<file path="config.mk">
export PLATFORM = sky130hd
export DESIGN_NAME = pipe_barrel_shifter
export DESIGN_NICKNAME = d
export VERILOG_FILES = /design/src/rtl/shifter_pkg.sv /design/src/rtl/shifter_stage.sv /design/src/rtl/pipe_barrel_shifter.sv
export SDC_FILE = /design/constraint.sdc
export NUM_CORES = 1
export LEC_CHECK = 0
export ABC_AREA = 1
export CAP_MARGIN = 20
export CORE_MARGIN = 3
export CORE_UTILIZATION = 56
export CTS_BUF_LIST = sky130_fd_sc_hd__clkbuf_2 sky130_fd_sc_hd__clkbuf_4 sky130_fd_sc_hd__clkbuf_8
export DETAILED_ROUTE_END_ITERATION = 8
export PLACE_DENSITY_LB_ADDON = 0.1
export SLEW_MARGIN = 20
export SYNTH_ARGS = -nofsm -noshare
export SYNTH_HDL_FRONTEND = slang
export SYNTH_HIERARCHICAL = 1
export SYNTH_SLANG_ARGS = --single-unit
</file>
<file path="constraint.sdc">
create_clock -name clk -period 2.7 [get_ports clk]
set_input_delay 0.27 -clock clk [delete_from_list [all_inputs] [get_ports clk]]
set_output_delay 0.27 -clock clk [all_outputs]
set_load 0.1 [all_outputs]
</file>
<file path="src/rtl/shifter_pkg.sv">
// rtl/shifter_pkg.sv - shared opcode encodings and opcode helpers for the pipelined barrel shifter
package shifter_pkg;

    localparam logic [2:0] OP_ASL = 3'b000;
    localparam logic [2:0] OP_LSL = 3'b001;
    localparam logic [2:0] OP_ROL = 3'b010;
    localparam logic [2:0] OP_ASR = 3'b100;
    localparam logic [2:0] OP_LSR = 3'b101;
    localparam logic [2:0] OP_ROR = 3'b110;

    // 011 and 111 are the only unused encodings
    function automatic logic op_is_legal(input logic [2:0] op);
        return op[1:0] != 2'b11;
    endfunction

    function automatic logic op_is_left(input logic [2:0] op);
        return !op[2];
    endfunction

endpackage

</file>
<file path="src/rtl/shifter_stage.sv">
// rtl/shifter_stage.sv - one fixed-amount shift/rotate/fill mux with its sticky ASL overflow term
module shifter_stage
    import shifter_pkg::*;
#(
    parameter int WIDTH = 8,
    parameter int AMT   = 1
) (
    input  logic [WIDTH-1:0] a,
    input  logic [2:0]       op,
    input  logic             apply,
    input  logic             ovf_in,
    output logic [WIDTH-1:0] y,
    output logic             ovf_out
);

    logic [AMT:0]       top;
    logic               lost;
    logic [WIDTH-1:0]   rol;
    logic [WIDTH-1:0]   ror;

    // shifting left by AMT keeps the signed value only if the top AMT+1 bits agree
    assign top  = a[WIDTH-1 -: AMT+1];
    assign lost = (top != '0) && (top != '1);
    assign rol  = (a << AMT) | (a >> (WIDTH - AMT));
    assign ror  = (a >> AMT) | (a << (WIDTH - AMT));

    always_comb begin
        y       = a;
        ovf_out = ovf_in;
        if (apply) begin
            case (op)
                OP_ASL: begin
                    y       = a << AMT;
                    ovf_out = ovf_in | lost;
                end
                OP_LSL:         y = a << AMT;
                OP_ROL, OP_ROR: y = op_is_left(op) ? rol : ror;
                OP_ASR:         y = $signed(a) >>> AMT;
                OP_LSR:         y = a >> AMT;
                default:        y = a;
            endcase
        end
    end

endmodule

</file>
<file path="src/rtl/pipe_barrel_shifter.sv">
// rtl/pipe_barrel_shifter.sv - log2-stage registered barrel shifter with valid/ready on both sides
module pipe_barrel_shifter
    import shifter_pkg::*;
#(
    parameter  int WIDTH = 8,
    parameter  int TAGW  = 4,
    localparam int SHW   = $clog2(WIDTH)
) (
    input  logic             clk,
    input  logic             rst_n,
    input  logic             in_valid,
    output logic             in_ready,
    input  logic [WIDTH-1:0] in_a,
    input  logic [SHW-1:0]   in_s,
    input  logic [2:0]       in_op,
    input  logic [TAGW-1:0]  in_tag,
    output logic             out_valid,
    input  logic             out_ready,
    output logic [WIDTH-1:0] out_y,
    output logic             out_ovf,
    output logic             out_err,
    output logic [TAGW-1:0]  out_tag
);

    logic                 rdy_q;
    logic                 en;
    logic                 in_fire;
    logic                 e_legal;

    logic                 v_q   [SHW];
    logic [WIDTH-1:0]     d_q   [SHW];
    logic [TAGW-1:0]      tag_q [SHW];
    logic                 ovf_q [SHW];
    logic                 err_q [SHW];
    logic [2:0]           op_q  [SHW-1];
    logic [SHW-1:0]       s_q   [SHW-1];

    // hold off the first transfer until a clock edge has passed since reset release
    always_ff @(posedge clk or negedge rst_n) begin
        if (!rst_n) rdy_q <= 1'b0;
        else        rdy_q <= 1'b1;
    end

    assign en       = !out_valid || out_ready;
    assign in_ready = rdy_q && en;
    assign in_fire  = in_valid && in_ready;
    assign e_legal  = op_is_legal(in_op);

    for (genvar k = 0; k < SHW; k++) begin : g_stage
        logic             v_i;
        logic [WIDTH-1:0] d_i;
        logic [WIDTH-1:0] d_o;
        logic [2:0]       op_i;
        logic [TAGW-1:0]  tag_i;
        logic             ovf_i;
        logic             ovf_o;
        logic             err_i;
        logic             apply;

        // illegal opcodes enter as zero data so every later stage just passes them through
        if (k == 0) begin : g_first
            assign v_i   = in_fire;
            assign d_i   = e_legal ? in_a : '0;
            assign op_i  = in_op;
            assign tag_i = in_tag;
            assign ovf_i = 1'b0;
            assign err_i = !e_legal;
            assign apply = in_s[SHW-1];
        end else begin : g_next
            assign v_i   = v_q[k-1];
            assign d_i   = d_q[k-1];
            assign op_i  = op_q[k-1];
            assign tag_i = tag_q[k-1];
            assign ovf_i = ovf_q[k-1];
            assign err_i = err_q[k-1];
            assign apply = s_q[k-1][SHW-1-k];
        end

        shifter_stage #(
            .WIDTH (WIDTH),
            .AMT   (1 << (SHW-1-k))
        ) u_stage (
            .a       (d_i),
            .op      (op_i),
            .apply   (apply),
            .ovf_in  (ovf_i),
            .y       (d_o),
            .ovf_out (ovf_o)
        );

        always_ff @(posedge clk or negedge rst_n) begin
            if (!rst_n) begin
                v_q[k]   <= 1'b0;
                d_q[k]   <= '0;
                tag_q[k] <= '0;
                ovf_q[k] <= 1'b0;
                err_q[k] <= 1'b0;
            end else if (en) begin
                v_q[k]   <= v_i;
                d_q[k]   <= d_o;
                tag_q[k] <= tag_i;
                ovf_q[k] <= ovf_o;
                err_q[k] <= err_i;
            end
        end

        // the last stage needs no opcode or shift amount downstream
        if (k < SHW-1) begin : g_carry
            always_ff @(posedge clk or negedge rst_n) begin
                if (!rst_n) begin
                    op_q[k] <= '0;
                    s_q[k]  <= '0;
                end else if (en) begin
                    op_q[k] <= op_i;
                    s_q[k]  <= (k == 0) ? in_s : s_q[(k == 0) ? 0 : k-1];
                end
            end
        end
    end

    assign out_valid = v_q[SHW-1];
    assign out_y     = d_q[SHW-1];
    assign out_ovf   = ovf_q[SHW-1];
    assign out_err   = err_q[SHW-1];
    assign out_tag   = tag_q[SHW-1];

endmodule

</file>
---- Word level (Yosys, flattened, before mapping) ----
Cells that the tools add are included.
storage, ports and cells
  input port bits ......................... 22
  logic and storage cells ................. 81
  output and inout port bits .............. 16
  register bits ........................... 55
cells by class
  reduce and logical (&&, ||, !) cells .... 20
  bitwise gates (word level) .............. 7
  muxes and demuxes ....................... 15
  equal/unequal tests ..................... 19
operators by type and width
  operator                                                                count
  8-bit case mux with 4 select lines                                      3
  8-bit two-way mux                                                       6
  3-bit equality test (second input constant)                             9
  2-bit OR reduction                                                      6
  3-bit by 1-bit equality test with 1-bit output (second input constant)  3
  3-bit by 2-bit equality test with 1-bit output (second input constant)  3
  3-bit zero test                                                         3
  6-bit by 8-bit OR with 8-bit output                                     1
  7-bit by 8-bit OR with 8-bit output                                     1
  8-bit by 1-bit OR with 8-bit output                                     1
  8-bit by 2-bit OR with 8-bit output                                     1
  8-bit by 4-bit OR with 8-bit output                                     1
  1-bit two-way mux                                                       6
  1-bit logical AND                                                       5
  5-bit != test (second input constant)                                   1
  5-bit nonzero test                                                      1
  2-bit != test (second input constant)                                   2
  3-bit != test (second input constant)                                   1
  3-bit nonzero test                                                      1
  1-bit zero test                                                         2
  1-bit OR                                                                2
  2-bit nonzero test                                                      1
  1-bit logical OR                                                        1

---- Logic depth before layout (Yosys ltp) ----
  depth in word-level cells ............... 6
  depth in mapped cells ................... 11
  mapped depth without buffers ............ 11

---- Modules after synthesis ----
The synthesis kept the hierarchy.
by module, submodules not included
  module                               instances  sequential area each (um^2)  area each (um^2)  cells each
  pipe_barrel_shifter                  1          1376.3                       2152.1            251
  shifter_stage at g_stage[2].u_stage  1          0.0                          302.8             58
  shifter_stage at g_stage[0].u_stage  1          0.0                          287.8             61
  shifter_stage at g_stage[1].u_stage  1          0.0                          277.8             57

---- Least setup slack after synthesis ----
No wires, ideal clock.
  path type ............................... register to output
  start point ............................. reg v_q, in the netlist out_valid
  end point ............................... out in_ready
  arrival ................................. 2.454 ns
  path slack .............................. -0.024 ns
  path buffers ............................ 1
  required time ........................... 2.430 ns
  stages on the path, launching flop included .. 5
  cells stage by stage .................... dfrtp_1 inv_1 nor2_4 buf_2 nor2_1
on the way
  word-level cells in the longest chain between the ends .. 3
RTL lines
  what                              line                       text
  start: declaration                pipe_barrel_shifter.sv:30  logic v_q [SHW];
  start signal: indexed assignment  pipe_barrel_shifter.sv:99  v_q[k] <= v_i;
  1-bit zero test                   pipe_barrel_shifter.sv:44  assign en = !out_valid || out_ready;
  1-bit logical OR                  pipe_barrel_shifter.sv:44
  1-bit logical AND                 pipe_barrel_shifter.sv:45  assign in_ready = rdy_q && en;
  end: declaration                  pipe_barrel_shifter.sv:12  output logic in_ready,
No other way between the ends.

---- Worst setup path after layout ----
  start point ............................. in in_op[0]
  end point ............................... reg d_q, in the netlist g_stage[1].d_i[4]
on the way
  elaborated cells on any way between the ends .. 13
  classes of those cells .................. eq/ne (6); mux (3); bitwise (1); reduce/logical (3)
RTL lines
  what                                line                        text
  start: declaration                  pipe_barrel_shifter.sv:15   input logic [2:0] in_op,
  2-bit != test                       shifter_pkg.sv:13           return op[1:0] != 2'b11;
  8-bit two-way mux                   pipe_barrel_shifter.sv:63   assign d_i = e_legal ? in_a : '0;
  via g_stage[0].d_i[7]               pipe_barrel_shifter.sv:51   logic [WIDTH-1:0] d_i;
  8-bit case mux with 4 select lines  shifter_stage.sv:31         case (op)
  8-bit two-way mux                   shifter_stage.sv:30         if (apply) begin
  via g_stage[0].d_o[4]               pipe_barrel_shifter.sv:52   logic [WIDTH-1:0] d_o;
  end signal: indexed assignment      pipe_barrel_shifter.sv:100  d_q[k] <= d_o;
  end: declaration                    pipe_barrel_shifter.sv:31   logic [WIDTH-1:0] d_q [SHW];
The timed path passes the listed nets, and every way through them passes these cells.
A chain may end at the register's enable or synchronous reset.

==> flow_summary_export.csv <==
group,metric,value,unit
outcome,outcome,"completed",
floorplanning,rows,26,
clock_network,cts_buffer_depth,2,
final_layout,final_layout_size_suffix_gt1_share,11.9,%
floorplanning,die_w,79.4,um
worst_setup_path,startpoint,"in_op[0]",
worst_setup_path,rr_startpoint,"out_valid",
yosys,synth_top_cell_by_area,"dfrtp_1",
clock_network,clock_sinks,55,
yosys,synth_async_sr_flop_share,100,%
yosys,synthTopCellsByCount,"nand2_1 (209), dfrtp_1 (55), nor2_1 (46)",
yosys,synth_area_leaders,"dfrtp_1 (46%), nand2_1 (26%), nor2_1 (5.7%)",
floorplanning,start_util,58.4,%
detailed_routing,drc,0,
yosys,synth-compound-area-share,7.71,%
worst_setup_path,arrival,2.00,ns
power,ir_drop,0.000609,V
floorplanning,die_area,0.00631,mm2
worst_setup_path,crit_family,"simple AND/OR/NAND/NOR gates",
placed_design,placed_cells,523,
placed_design,gp_congestion,0.903,
detailed_routing,viasPerCell,4.86,
clock_network,post-cts-setup-buffers,0,
worst_hold_path,min_path_type,"in -> async",
yosys,yosysWarningCount,6,
worst_setup_path,critPathCaptureType,"flop",
grt,grtUsageTotal,20.3,%
sta,slew_viol_final,0,
yosys,synth_cells,427,
worst_setup_path,critPathKind,"in -> reg",
detailed_routing,routed_wl,5.77,mm
yosys,synth_most_common_cell,"nand2_1",
yosys,synth_area,0.00302,mm2
yosys,synth-seq-cells,55,
sta,hold_viol,0,
clock_network,cts_tree,"yes",
yosys,synth_top_family_by_area,"simple AND/OR/NAND/NOR gates",
worst_setup_path,max_stage_delay,0.53,ns
yosys,synth.distinct_cells,27,
worst_setup_path,start_kind,"input pin",
worst_setup_path,crit_fanout,9,
grt,grt_pass1_wl,10.4,mm
final_layout,stdcell_count,532,
detailed_routing,vias,2588,
worst_setup_path,path_buf_inv,3,
final_layout,fin_nets,483,
final_layout,antenna_cells,0,
detailed_routing,firstDrtPassIters,5,
yosys,synth_top_area_share,45.6,%
worst_setup_path,path_cells,"clkdlybuf4s50_1 -> nand2_1 -> clkinv_1 -> nor2_1 -> inv_1 -> nor2_1 -> nand2_1 -> nand2_1 -> nor2_1 -> nor2_1 -> nand2_1 -> nand2_1",
clock_network,clk_root_buffer_cell,"clkbuf_8",
sta,fmax,567,MHz
power,p_per_area,941,mW/mm2
grt,grt_max_degree,56,
placed_design,port-buffer-count,37,
clock_network,path_clk_slew,0.09,ns
grt,grt_antenna_before_repair,0,
worst_setup_path,worstPathRequired,2.94,ns
final_layout,area_delta_synth_final,14.8,%
yosys,synth_xor_area_share,0.290,%
grt,overflow,0,
detailed_routing,wire_per_inst,10.8,um
detailed_routing,drtAntennaViolNets,0,
clock_network,numCtsBuffers,5,
power,power.static_leakage,1.88,nW
placed_design,dpl.hpwl,4.11,mm
worst_setup_path,crit_slowest_cell,"clkdlybuf4s50_1",
yosys,synth_edf_count,0,
yosys,synth.area.mux_share,0,%
sta,clock-skew-final,0.0117,ns
clock_network,clock_latency,0.30,ns
grt,grt_pass1_vias,2383,
floorplanning,coreArea,0.00517,mm2
sta,setup-violations-final,0,
run,drv_cap,0,
clock_network,cts_max_level,2,
detailed_routing,drtIter0Drc,123,
yosys,syn_area_per_cell,7.07,um2
yosys,syn_nets,449,
floorplanning,die_y,79.4,um
worst_setup_path,cp_common_cell,"nand2_1",
yosys,synth-main-ff-cell,"dfrtp_1",
sta,finalCritPeriodShare,65.3,%
sta,post-route-min-period,1.76,ns
sta,finalSetupTns,0,ns
sta,rsz0062_at_grt,"false",
floorplanning,io_pins,38,
yosys,synth_fa_ha_area_share,0,%
yosys,yosysSeqAreaShare,45.6,%
yosys,yosys.area_share.simple,37.1,%
[placed cells by master, fill, tap and decap left out, types with 3 or more instances in the layout]
cell type        Yosys  layout
o21ai_2              6       6
a21oi_2              7       7
buf_4                7      19
inv_1               34      34
o21ai_0              8       8
nor2_1              46      45
a21oi_1              8       8
clkbuf_8             0       5
nand2_1            209     209
dfrtp_1             55      55
clkdlybuf4s50_1      0      20
nand3_1             16      16
nand2_2              3       3
[layout make-up]
| type | count | area (um2) |
|---|---|---|
| sequential | 55 | 1380 |
| clock buffer | 5 | 68.8 |
| tap | 70 | 87.6 |
| fill | 460 | 1700 |
| timing repair buffer | 43 | 398 |
| multi-input combinational | 318 | 1370 |
| inverter | 38 | 143 |
| clock inverter | 3 | 22.5 |
[layer usage]
metal / share of wire (%) / track usage, %
met5: 0 / 0
met4: 2.1 / 6.19
met3: 3.7 / 3.27
met2: 49 / 35.7
met1: 46 / 25.4
[sequential cells by signal, indices dropped and copies added (netlist names)]
name / flops
g_stage.apply: 2
g_stage.d_i: 16
g_stage.err_i: 2
g_stage.op_i: 6
g_stage.ovf_i: 2
g_stage.tag_i: 8
g_stage.v_i: 2
out_err: 1
out_ovf: 1
out_tag: 4
out_valid: 1
out_y: 8
rdy_q: 1
s_q: 1
[cell families after synthesis]
logic type / after synthesis
DFF: 55
buffers and inverters: 54
and+or+nand+nor: 282
other: 2
xor gates and xnor gates: 1
AOI/OAI and AO/OA: 33
[repair_timing]
item,CTS,global route
hold buffers,1,0
resized for setup,0,0
hold endpoints to repair,16,0
[power breakdown]
part | internal (mW) | total, mW | leakage, nW | switching (mW)
registers | 1.05 | 1.24 | 0.670 | 0.195
logic | 0.409 | 1.58 | 1.17 | 1.17
clock network | 0.186 | 0.444 | 0.0485 | 0.258
[per-stage QoR]
| step | hold WS (ns) | worst slack (ns) | cell area [um2] | power, mW | util [%] |
|---|---|---|---|---|---|
| after floorplan | -0.0256 | 0.442 | 3020 | 2.52 | - |
| after global placement | 0.222 | 0.669 | 3370 | 2.81 | 65.1 |
| after detailed placement | 0.224 | 0.636 | 3370 | 2.84 | 65.1 |
| after CTS | 0.422 | 0.937 | 3470 | 3.30 | 67.1 |
| after global routing | 0.463 | 0.645 | 3470 | 3.48 | 67.1 |
| final | 0.416 | 0.938 | 3470 | 3.26 | 67.1 |
[path summary, 6_finish.rpt]
kind                                           to  slack [ns]  cells past startpoint
worst min-delay path                     out_y[7]        0.42                      2
worst max-delay path            g_stage[1].d_i[4]        0.94                     12
max in group asynchronous       g_stage[1].d_i[7]        1.68                      3
worst max register to register  g_stage[2].d_i[1]        1.20                      5
min in group clk                        out_valid        0.46                      2
worst min register to register          out_valid        0.46                      2
Note: power is estimated with default switching activity, not from simulation.
